## config.mk

```make
export PLATFORM = sky130hd
export DESIGN_NAME = seg7_capture
export DESIGN_NICKNAME = d
export VERILOG_FILES = /design/src/rtl/seg7_capture_pkg.sv /design/src/rtl/seg7_decode.sv /design/src/rtl/seg7_capture.sv
export SDC_FILE = /design/constraint.sdc
export NUM_CORES = 1
export LEC_CHECK = 0
export ABC_AREA = 1
export CORE_UTILIZATION = 40
export DETAILED_ROUTE_END_ITERATION = 12
export PLACE_DENSITY = 0.68
export SETUP_SLACK_MARGIN = 0.3
export SLEW_MARGIN = 20
export SYNTH_ARGS = -nofsm -noshare
export SYNTH_HDL_FRONTEND = slang
export SYNTH_HIERARCHICAL = 1
export SYNTH_SLANG_ARGS = --single-unit
```

## constraint.sdc

```tcl
create_clock -name clk -period 2.35 [get_ports clk]
set_input_delay 0.47 -clock clk [delete_from_list [all_inputs] [get_ports clk]]
set_output_delay 0.47 -clock clk [all_outputs]
set_load 0.005 [all_outputs]
```

## src/rtl/seg7_capture_pkg.sv

```systemverilog
// Shared 7-segment definitions: hex-to-segment table and blank pattern.
// Both the forward encoder and the capture decoder read this table.
package seg7_capture_pkg;

  localparam logic [6:0] BLANK = 7'b0000000;

  // Segment patterns, gfedcba, indexed by nibble value.
  localparam logic [15:0][6:0] SEG_TABLE = {
    7'b1110001,
    7'b1111001,
    7'b1011110,
    7'b0111001,
    7'b1111100,
    7'b1110111,
    7'b1101111,
    7'b1111111,
    7'b0000111,
    7'b1111101,
    7'b1101101,
    7'b1100110,
    7'b1001111,
    7'b1011011,
    7'b0000110,
    7'b0111111
  };

  function automatic logic [6:0] seg_of(input logic [3:0] n);
    return SEG_TABLE[n];
  endfunction

endpackage

```

## src/rtl/seg7_decode.sv

```systemverilog
// Combinational segment-pattern to nibble decoder.
// hit is low when the pattern is not a hex glyph.
module seg7_decode
  import seg7_capture_pkg::*;
(
  input  logic [6:0] pat,
  output logic       hit,
  output logic [3:0] nibble
);

  // Search the shared table for the pattern.
  always_comb begin
    hit    = 1'b0;
    nibble = 4'h0;
    for (int i = 0; i < 16; i++) begin
      if (pat == SEG_TABLE[i]) begin
        hit    = 1'b1;
        nibble = 4'(i);
      end
    end
  end

endmodule

```

## src/rtl/seg7_capture.sv

```systemverilog
// Multiplexed 7-segment bus receiver: filters, decodes and assembles
// NDIG digits into a frame presented on a valid/ready output.
module seg7_capture
  import seg7_capture_pkg::*;
#(
  parameter int NDIG       = 2,
  parameter int STABLE     = 3,
  parameter bit ACTIVE_LOW = 1'b1
) (
  input  logic              clk,
  input  logic              rst,
  input  logic [6:0]        seg_in,
  input  logic [NDIG-1:0]   dig_sel,
  input  logic              seg_vld,
  output logic [4*NDIG-1:0] out_data,
  output logic              out_valid,
  input  logic              out_ready,
  output logic              err_pulse
);

  localparam int CW = 4;

  logic [6:0]            pat;
  logic                  one_hot;
  logic                  smp_ok;
  logic                  same;
  logic [CW-1:0]         cnt;
  logic [CW-1:0]         cnt_nxt;
  logic [NDIG-1:0]       prev_sel;
  logic [6:0]            prev_pat;
  logic                  acc;
  logic                  hit;
  logic [3:0]            nibble;
  logic                  store;
  logic                  bad;
  logic [NDIG-1:0]       mask;
  logic [NDIG-1:0]       mask_nxt;
  logic [NDIG-1:0][3:0]  slots;
  logic [NDIG-1:0][3:0]  slots_nxt;
  logic                  load;

  assign pat     = ACTIVE_LOW ? ~seg_in : seg_in;
  assign one_hot = (dig_sel != '0) &&
                   ((dig_sel & (dig_sel - NDIG'(1))) == '0);
  assign smp_ok  = seg_vld && one_hot;

  seg7_decode u_dec (
    .pat    (pat),
    .hit    (hit),
    .nibble (nibble)
  );

  // Stability filter: count identical samples, accept once per run.
  always_comb begin
    same    = (cnt != '0) && (dig_sel == prev_sel) &&
              (pat == prev_pat);
    cnt_nxt = '0;
    acc     = 1'b0;
    if (smp_ok) begin
      if (same) begin
        cnt_nxt = (cnt == CW'(STABLE)) ? cnt : cnt + 1'b1;
        acc     = (cnt == CW'(STABLE - 1));
      end else begin
        cnt_nxt = CW'(1);
        acc     = (STABLE == 1);
      end
    end
    store = acc && hit;
    bad   = acc && !hit && (pat != BLANK);
  end

  // Slot/mask update and frame transfer decision.
  always_comb begin
    slots_nxt = slots;
    for (int i = 0; i < NDIG; i++) begin
      if (store && dig_sel[i]) slots_nxt[i] = nibble;
    end
    load     = (&mask) && (!out_valid || out_ready);
    mask_nxt = load ? '0 : (mask | (store ? dig_sel : '0));
  end

  // Filter state: run counter and the sample it refers to.
  always_ff @(posedge clk) begin
    if (rst) begin
      cnt      <= '0;
      prev_sel <= '0;
      prev_pat <= '0;
    end else begin
      cnt <= cnt_nxt;
      if (smp_ok && !same) begin
        prev_sel <= dig_sel;
        prev_pat <= pat;
      end
    end
  end

  // Capture slots and the mask of digits received this frame.
  always_ff @(posedge clk) begin
    if (rst) begin
      slots <= '0;
      mask  <= '0;
    end else begin
      slots <= slots_nxt;
      mask  <= mask_nxt;
    end
  end

  // Output register, handshake and error pulse.
  always_ff @(posedge clk) begin
    if (rst) begin
      out_data  <= '0;
      out_valid <= 1'b0;
      err_pulse <= 1'b0;
    end else begin
      err_pulse <= bad;
      if (load) begin
        out_data  <= slots_nxt;
        out_valid <= 1'b1;
      end else if (out_ready) begin
        out_valid <= 1'b0;
      end
    end
  end

endmodule

```

Yosys cells after proc, flatten, opt, wreduce, memory -nomap -nowiden

Cells that the tools add are included.
Widths: inputs -> output; s select.

Register bits after elaboration: 33
Latch bits: 0
Bits in writable memories: 0
ROM bits: 0
Logic and storage cells: 102
Memories: 0

Add/subtract/negate cells: 2
Multipliers: 0
Divide/modulo/power cells: 0
Magnitude comparators: 0
Equality and inequality tests: 21
Shift-type cells: 0
Mux-type cells: 40
Bitwise logic cells: 5
Reductions and logical operators: 24

Operator list:

| cell                | count |
|---|---|
| $eq 7x7->1 const B  | 12 |
| $mux 4              | 10 |
| $mux 1              | 23 |
| $eq 7x3->1 const B  | 2 |
| $eq 7x6->1 const B  | 2 |
| $mux 3              | 4 |
| $logic_and 1x1->1   | 11 |
| $eq 4x2->1 const B  | 2 |
| $eq 7x7->1          | 1 |
| $not 7->7           | 1 |
| $reduce_bool 7->1   | 1 |
| $mux 2              | 3 |
| $add 4x1->4 const B | 1 |
| $reduce_bool 2->1   | 2 |
| $reduce_bool 4->1   | 1 |
| $reduce_or 2->1     | 2 |
| $logic_not 1->1     | 3 |
| $reduce_or 3->1     | 1 |
| $and 2x2->2         | 1 |
| $eq 2x2->1          | 1 |
| $logic_not 2->1     | 1 |
| $ne 2x2->1 const B  | 1 |
| $not 1->1           | 2 |
| $or 2x2->2          | 1 |
| 3 further kinds     | 3 |

Logic depth before layout (Yosys ltp)

Depth after elaboration: 21
Mapped depth: 14

By module

Netlist, hierarchy kept.

Modules (own cells, without submodules):

| module       | times used | cells an instance | area each (um^2) | seq. area each (um^2) |
|---|---|---|---|---|
| seg7_capture | 1          | 222               | 1626.6           | 660.6 |
| seg7_decode  | 1          | 67                | 332.8            | 0.0 |

Worst setup path after synthesis

No wires, ideal clock.

Path kind: input -> register
Start point: input seg_in[3]
End point: register out_data[0]
Setup time: 71 ps
Arrival time: 1801 ps
Data required time: 2279 ps
Setup slack: 478 ps
Stages: 13
Buffers on the path: 1
Cells stage by stage: inv_1 -> nand2_2 -> nor2_2 -> nand2_1 -> nand2_1 -> inv_2 -> and3_1 -> nand3_2 -> buf_2 -> nand4_4 -> nand2_1 -> nand3_1 -> a21oi_1

Word-level cells in the longest chain between the ends: 21
Elaborated cells between the ends (all ways): 55

RTL lines:

| item                  | line                | source |
|---|---|---|
| from (decl)           | seg7_capture.sv:12  | `input logic [6:0] seg_in,` |
| $not 7->7 *           | seg7_capture.sv:42  | `assign pat = ACTIVE_LOW ? ~seg_in : seg_in;` |
| $eq 7x6->1            | seg7_decode.sv:16   | `if (pat == SEG_TABLE[i]) begin` |
| $mux 1 (15 in series) | seg7_decode.sv:16   |  |
| $mux 1 *              | seg7_decode.sv:16   |  |
| net hit               | seg7_capture.sv:32  | `logic hit;` |
| $logic_and 1x1->1 *   | seg7_capture.sv:68  | `store = acc && hit;` |
| $logic_and 1x1->1 *   | seg7_capture.sv:76  | `if (store && dig_sel[i]) slots_nxt[i] = nibble;` |
| $mux 4 *              | seg7_capture.sv:76  |  |
| to (signal assigned)  | seg7_capture.sv:117 | `out_data <= slots_nxt;` |
| to (decl)             | seg7_capture.sv:15  | `output logic [4*NDIG-1:0] out_data,` |

Mark *: on every way through the listed nets, which the timed path passes. The rest lies on a longest branch.
A chain may end at the register's enable or synchronous reset.

Worst setup path in the final report

Start point: input seg_in[3]
End point: register out_data[4]

Word-level cells in the longest chain between the ends: 21
Elaborated cells between the ends (all ways): 55

RTL lines:

| item                  | line               | source |
|---|---|---|
| $not 7->7 *           | seg7_capture.sv:42 |  |
| net pat[3]            | seg7_capture.sv:23 | `logic [6:0] pat;` |
| $eq 7x6->1            | seg7_decode.sv:16  |  |
| $mux 1 (16 in series) | seg7_decode.sv:16  |  |
| $logic_and 1x1->1     | seg7_capture.sv:68 |  |
| $logic_and 1x1->1     | seg7_capture.sv:76 |  |
| $mux 4 *              | seg7_capture.sv:76 |  |

Marks and branches as above.

==> run_results.csv <==
group,metric,value,unit
run_status,status,"finished clean",
worst_setup_path,r2r-start,"cnt[0]",
synth,synth-seq-area-share,33.72,%
detailed_routing,first_iter_violations,88,
layout,utilization,58.97,%
sta,setup_ws,392.3,ps
grt,grt_pass1_wl,8.059,mm
clock_tree,clk_pin_slew_worst_paths,80,ps
grt,grt_pass1_vias,1821,
sta,period_needed,1958,ps
layout,final_nets,371,
die,fp.dieW,71.99,um
layout,drive_gt1_share,29.49,%
hold_path,min_from,"mask[0]",
clock_tree,clkSinkCount,33,
sta,clock_skew,8.486,ps
detailed_routing,via_count,2023,
grt,grt_max_degree,19,
grt,antenna_found_initial,0,
layout,fillers,430,
worst_setup_path,critPathLaunchType,"primary input",
layout,diodes,0,
synth,synth-seq-cells,33,
synth,synth_top_area_cell,"dfxtp_1",
sta,rsz0062_at_grt,"false",
synth,syn_area,0.001959,mm2
clock_tree,h-tree-depth,2,
placed_design,dp_cells,403,
sta,hold_violations,0,
synth,synthArstFlopShare,0,%
synth,synthTopCellsByArea,"dfxtp_1 (34%), inv_1 (11%), nand2_1 (11%), nor2_1 (5.6%), a21oi_1 (5.4%)",
power_and_ir_drop,p_leak,1.406,nW
die,num_rows,25,
worst_setup_path,r2r_cells,10,
clock_tree,clkLatencyLatePin,290,ps
worst_setup_path,critical_path_class,"primary input to register",
sta,fin_crit_sh,83.30,%
power_and_ir_drop,peakVddDrop,0.4637,mV
clock_tree,cts-root-buf,"clkbuf_8",
job,maxCapViolCount,0,
clock_tree,ctsHoldBuffers,0,
die,start_util,41.48,%
die,dieArea,0.005183,mm2
layout,final_cells,423,
placed_design,dp_hpwl,3.321,mm
clock_tree,cts_buffers,5,
detailed_routing,ant_nets,0,
sta,timing.fmax,510.8,MHz
synth,ys_top_cells_by_count,"inv_1 (55), nand2_1 (55), dfxtp_1 (33)",
worst_setup_path,reg2reg_slack,600,ps
die,die_h,71.99,um
detailed_routing,drc_errors,0,
worst_setup_path,cp-end-kind,"register",
synth,avgSynthCellArea,6.780,um2
die,boundaryPins,23,
hold_path,min_to,"mask[0]",
clock_tree,cts.path.max_buffers,2,
placed_design,gp_congestion,0.8634,
synth,synth_top_area_share,33.72,%
worst_setup_path,critPathMaxFanout,5,
synth,synth_edf_count,0,
detailed_routing,drt_pass1_iterations,4,
synth,yosysUniqueCellTypes,34,
synth,syn_inst,289,
sta,finalSetupViolCount,0,
worst_setup_path,r2r_end,"prev_pat[2]",
synth,synthFlopType,"dfxtp_1",
worst_setup_path,cp.required,2590,ps
grt,grt_overflow_total,0,
grt,grt.total_usage,19.92,%
placed_design,pre_cts_ws,-159.0,ps
synth,synth_nets,305,
detailed_routing,vias_per_cell,4.783,
synth,ys_warn_count,6,
power_and_ir_drop,power.density,482.5,mW/mm2
hold_path,hold_class,"register to register",
detailed_routing,wirelength,5.098,mm
detailed_routing,drt-wirelength-per-cell,12.05,um
die,coreArea,0.004723,mm2
worst_setup_path,critPathArrivalTime,2190,ps
sta,drv_slew,0,
hold_path,hold-path-cell-count,2,
clock_tree,cts_tree,"built",
placed_design,io_buffers,22,
layout,areaGrowthSynthToFinish,42.15,%
sta,worst_pin_slew,543.5,ps
sta,relSlewSlack,63.43,%
-- sequential cells by signal (all words and copies together) (netlist names) --
register,count
cnt,4
err_pulse,1
mask,2
out_data,8
out_valid,1
prev_pat,7
prev_sel,2
slots,8
-- metrics by stage --
stage          power, mW  cell area [um2]  hold WS [ps]  TNS, ps
2_1_floorplan     0.7006             1959         430.2        0
3_3_place_gp      0.7661             2445         453.5    -1102
3_5_place_dp      0.7699             2445         446.6    -2040
4_1_cts            1.330             2656         458.1        0
5_1_grt            1.398             2785         495.1        0
6_report           1.344             2785         458.8        0
-- layout by cell type (no fill, tap or decap), types with 6 or more instances in the layout --
| master | count |
|---|---|
| inv_1 | 51 |
| nand3_1 | 14 |
| clkdlybuf4s50_1 | 13 |
| dfxtp_1 | 33 |
| o21ai_0 | 10 |
| nor2_4 | 7 |
| nor2_1 | 25 |
| nand3_2 | 6 |
| inv_2 | 13 |
| nor2_2 | 8 |
| nand2_1 | 54 |
| buf_4 | 41 |
| nand4_1 | 10 |
| a21oi_1 | 19 |
-- kinds of logic (layout without fill, tap and decap cells) --
group | after synthesis | count (layout) | synth area share (%)
simple gates | 143 | 144 | 38.12
buf+inv | 71 | 137 | 14.88
compound gates | 38 | 38 | 10.92
flops | 33 | 33 | 33.72
fa+ha+maj | 3 | 3 | 1.916
xor+xnor | 1 | 1 | 0.4471
-- how the worst max path moves through the flow --
stage                          from     endpoint  slack [ps]  cells past startpoint
final                     seg_in[3]  out_data[4]         390                     14
after CTS                 seg_in[6]  prev_pat[2]         290                      9
after detailed placement  seg_in[4]  out_data[4]        -160                     14
after global routing      seg_in[3]  out_data[1]         270                     14
after floorplan           seg_in[3]  out_data[0]         480                     13
after global placement    seg_in[0]  out_data[5]        -100                     14
-- worst max-delay path, cell delays in order --
cell and delay, ps:
dlygate4sd2_1 250, inv_2 110, inv_1 90, nand2_2 90, nor2_1 60, buf_4 130
nand2_1 90, nand3_2 110, nor2_4 170, buf_4 150, nand3_4 110, nand4_1 140
nand3_2 100, a21oi_2 140
-- power by group --
part,switching [mW],internal (mW)
registers,0.00982,0.572
logic,0.119,0.0838
clock network,0.241,0.318
total,0.371,0.973
-- area by class of cell --
type                       count  area (um2)  share of cell area [%]
sequential                    33       660.6                   23.72
multi-input combinational    186        1140                   40.93
timing repair buffer          63       535.5                   19.23
clock buffer                   5       68.82                   2.471
inverter                      66       250.2                   8.985
clock inverter                 3       46.29                   1.662
tap                           67       83.83                   3.010
-- metal layers --
layer | wire length, um | track usage, % | up-vias
li1 | - | - | 1038
met1 | 2286 | 25.52 | 939
met2 | 2528 | 33.44 | 33
met3 | 125 | 3.750 | 13
met4 | 158 | 7.407 | 0
met5 | 0 | 0 | -
-- timing repair --
item	in CTS	in global routing
setup endpoints to repair	17	21
pin swaps	12	6
resized for setup	16	24
setup buffers	7	4
cloned	1	0
Note: power is estimated with default switching activity, not from simulation.
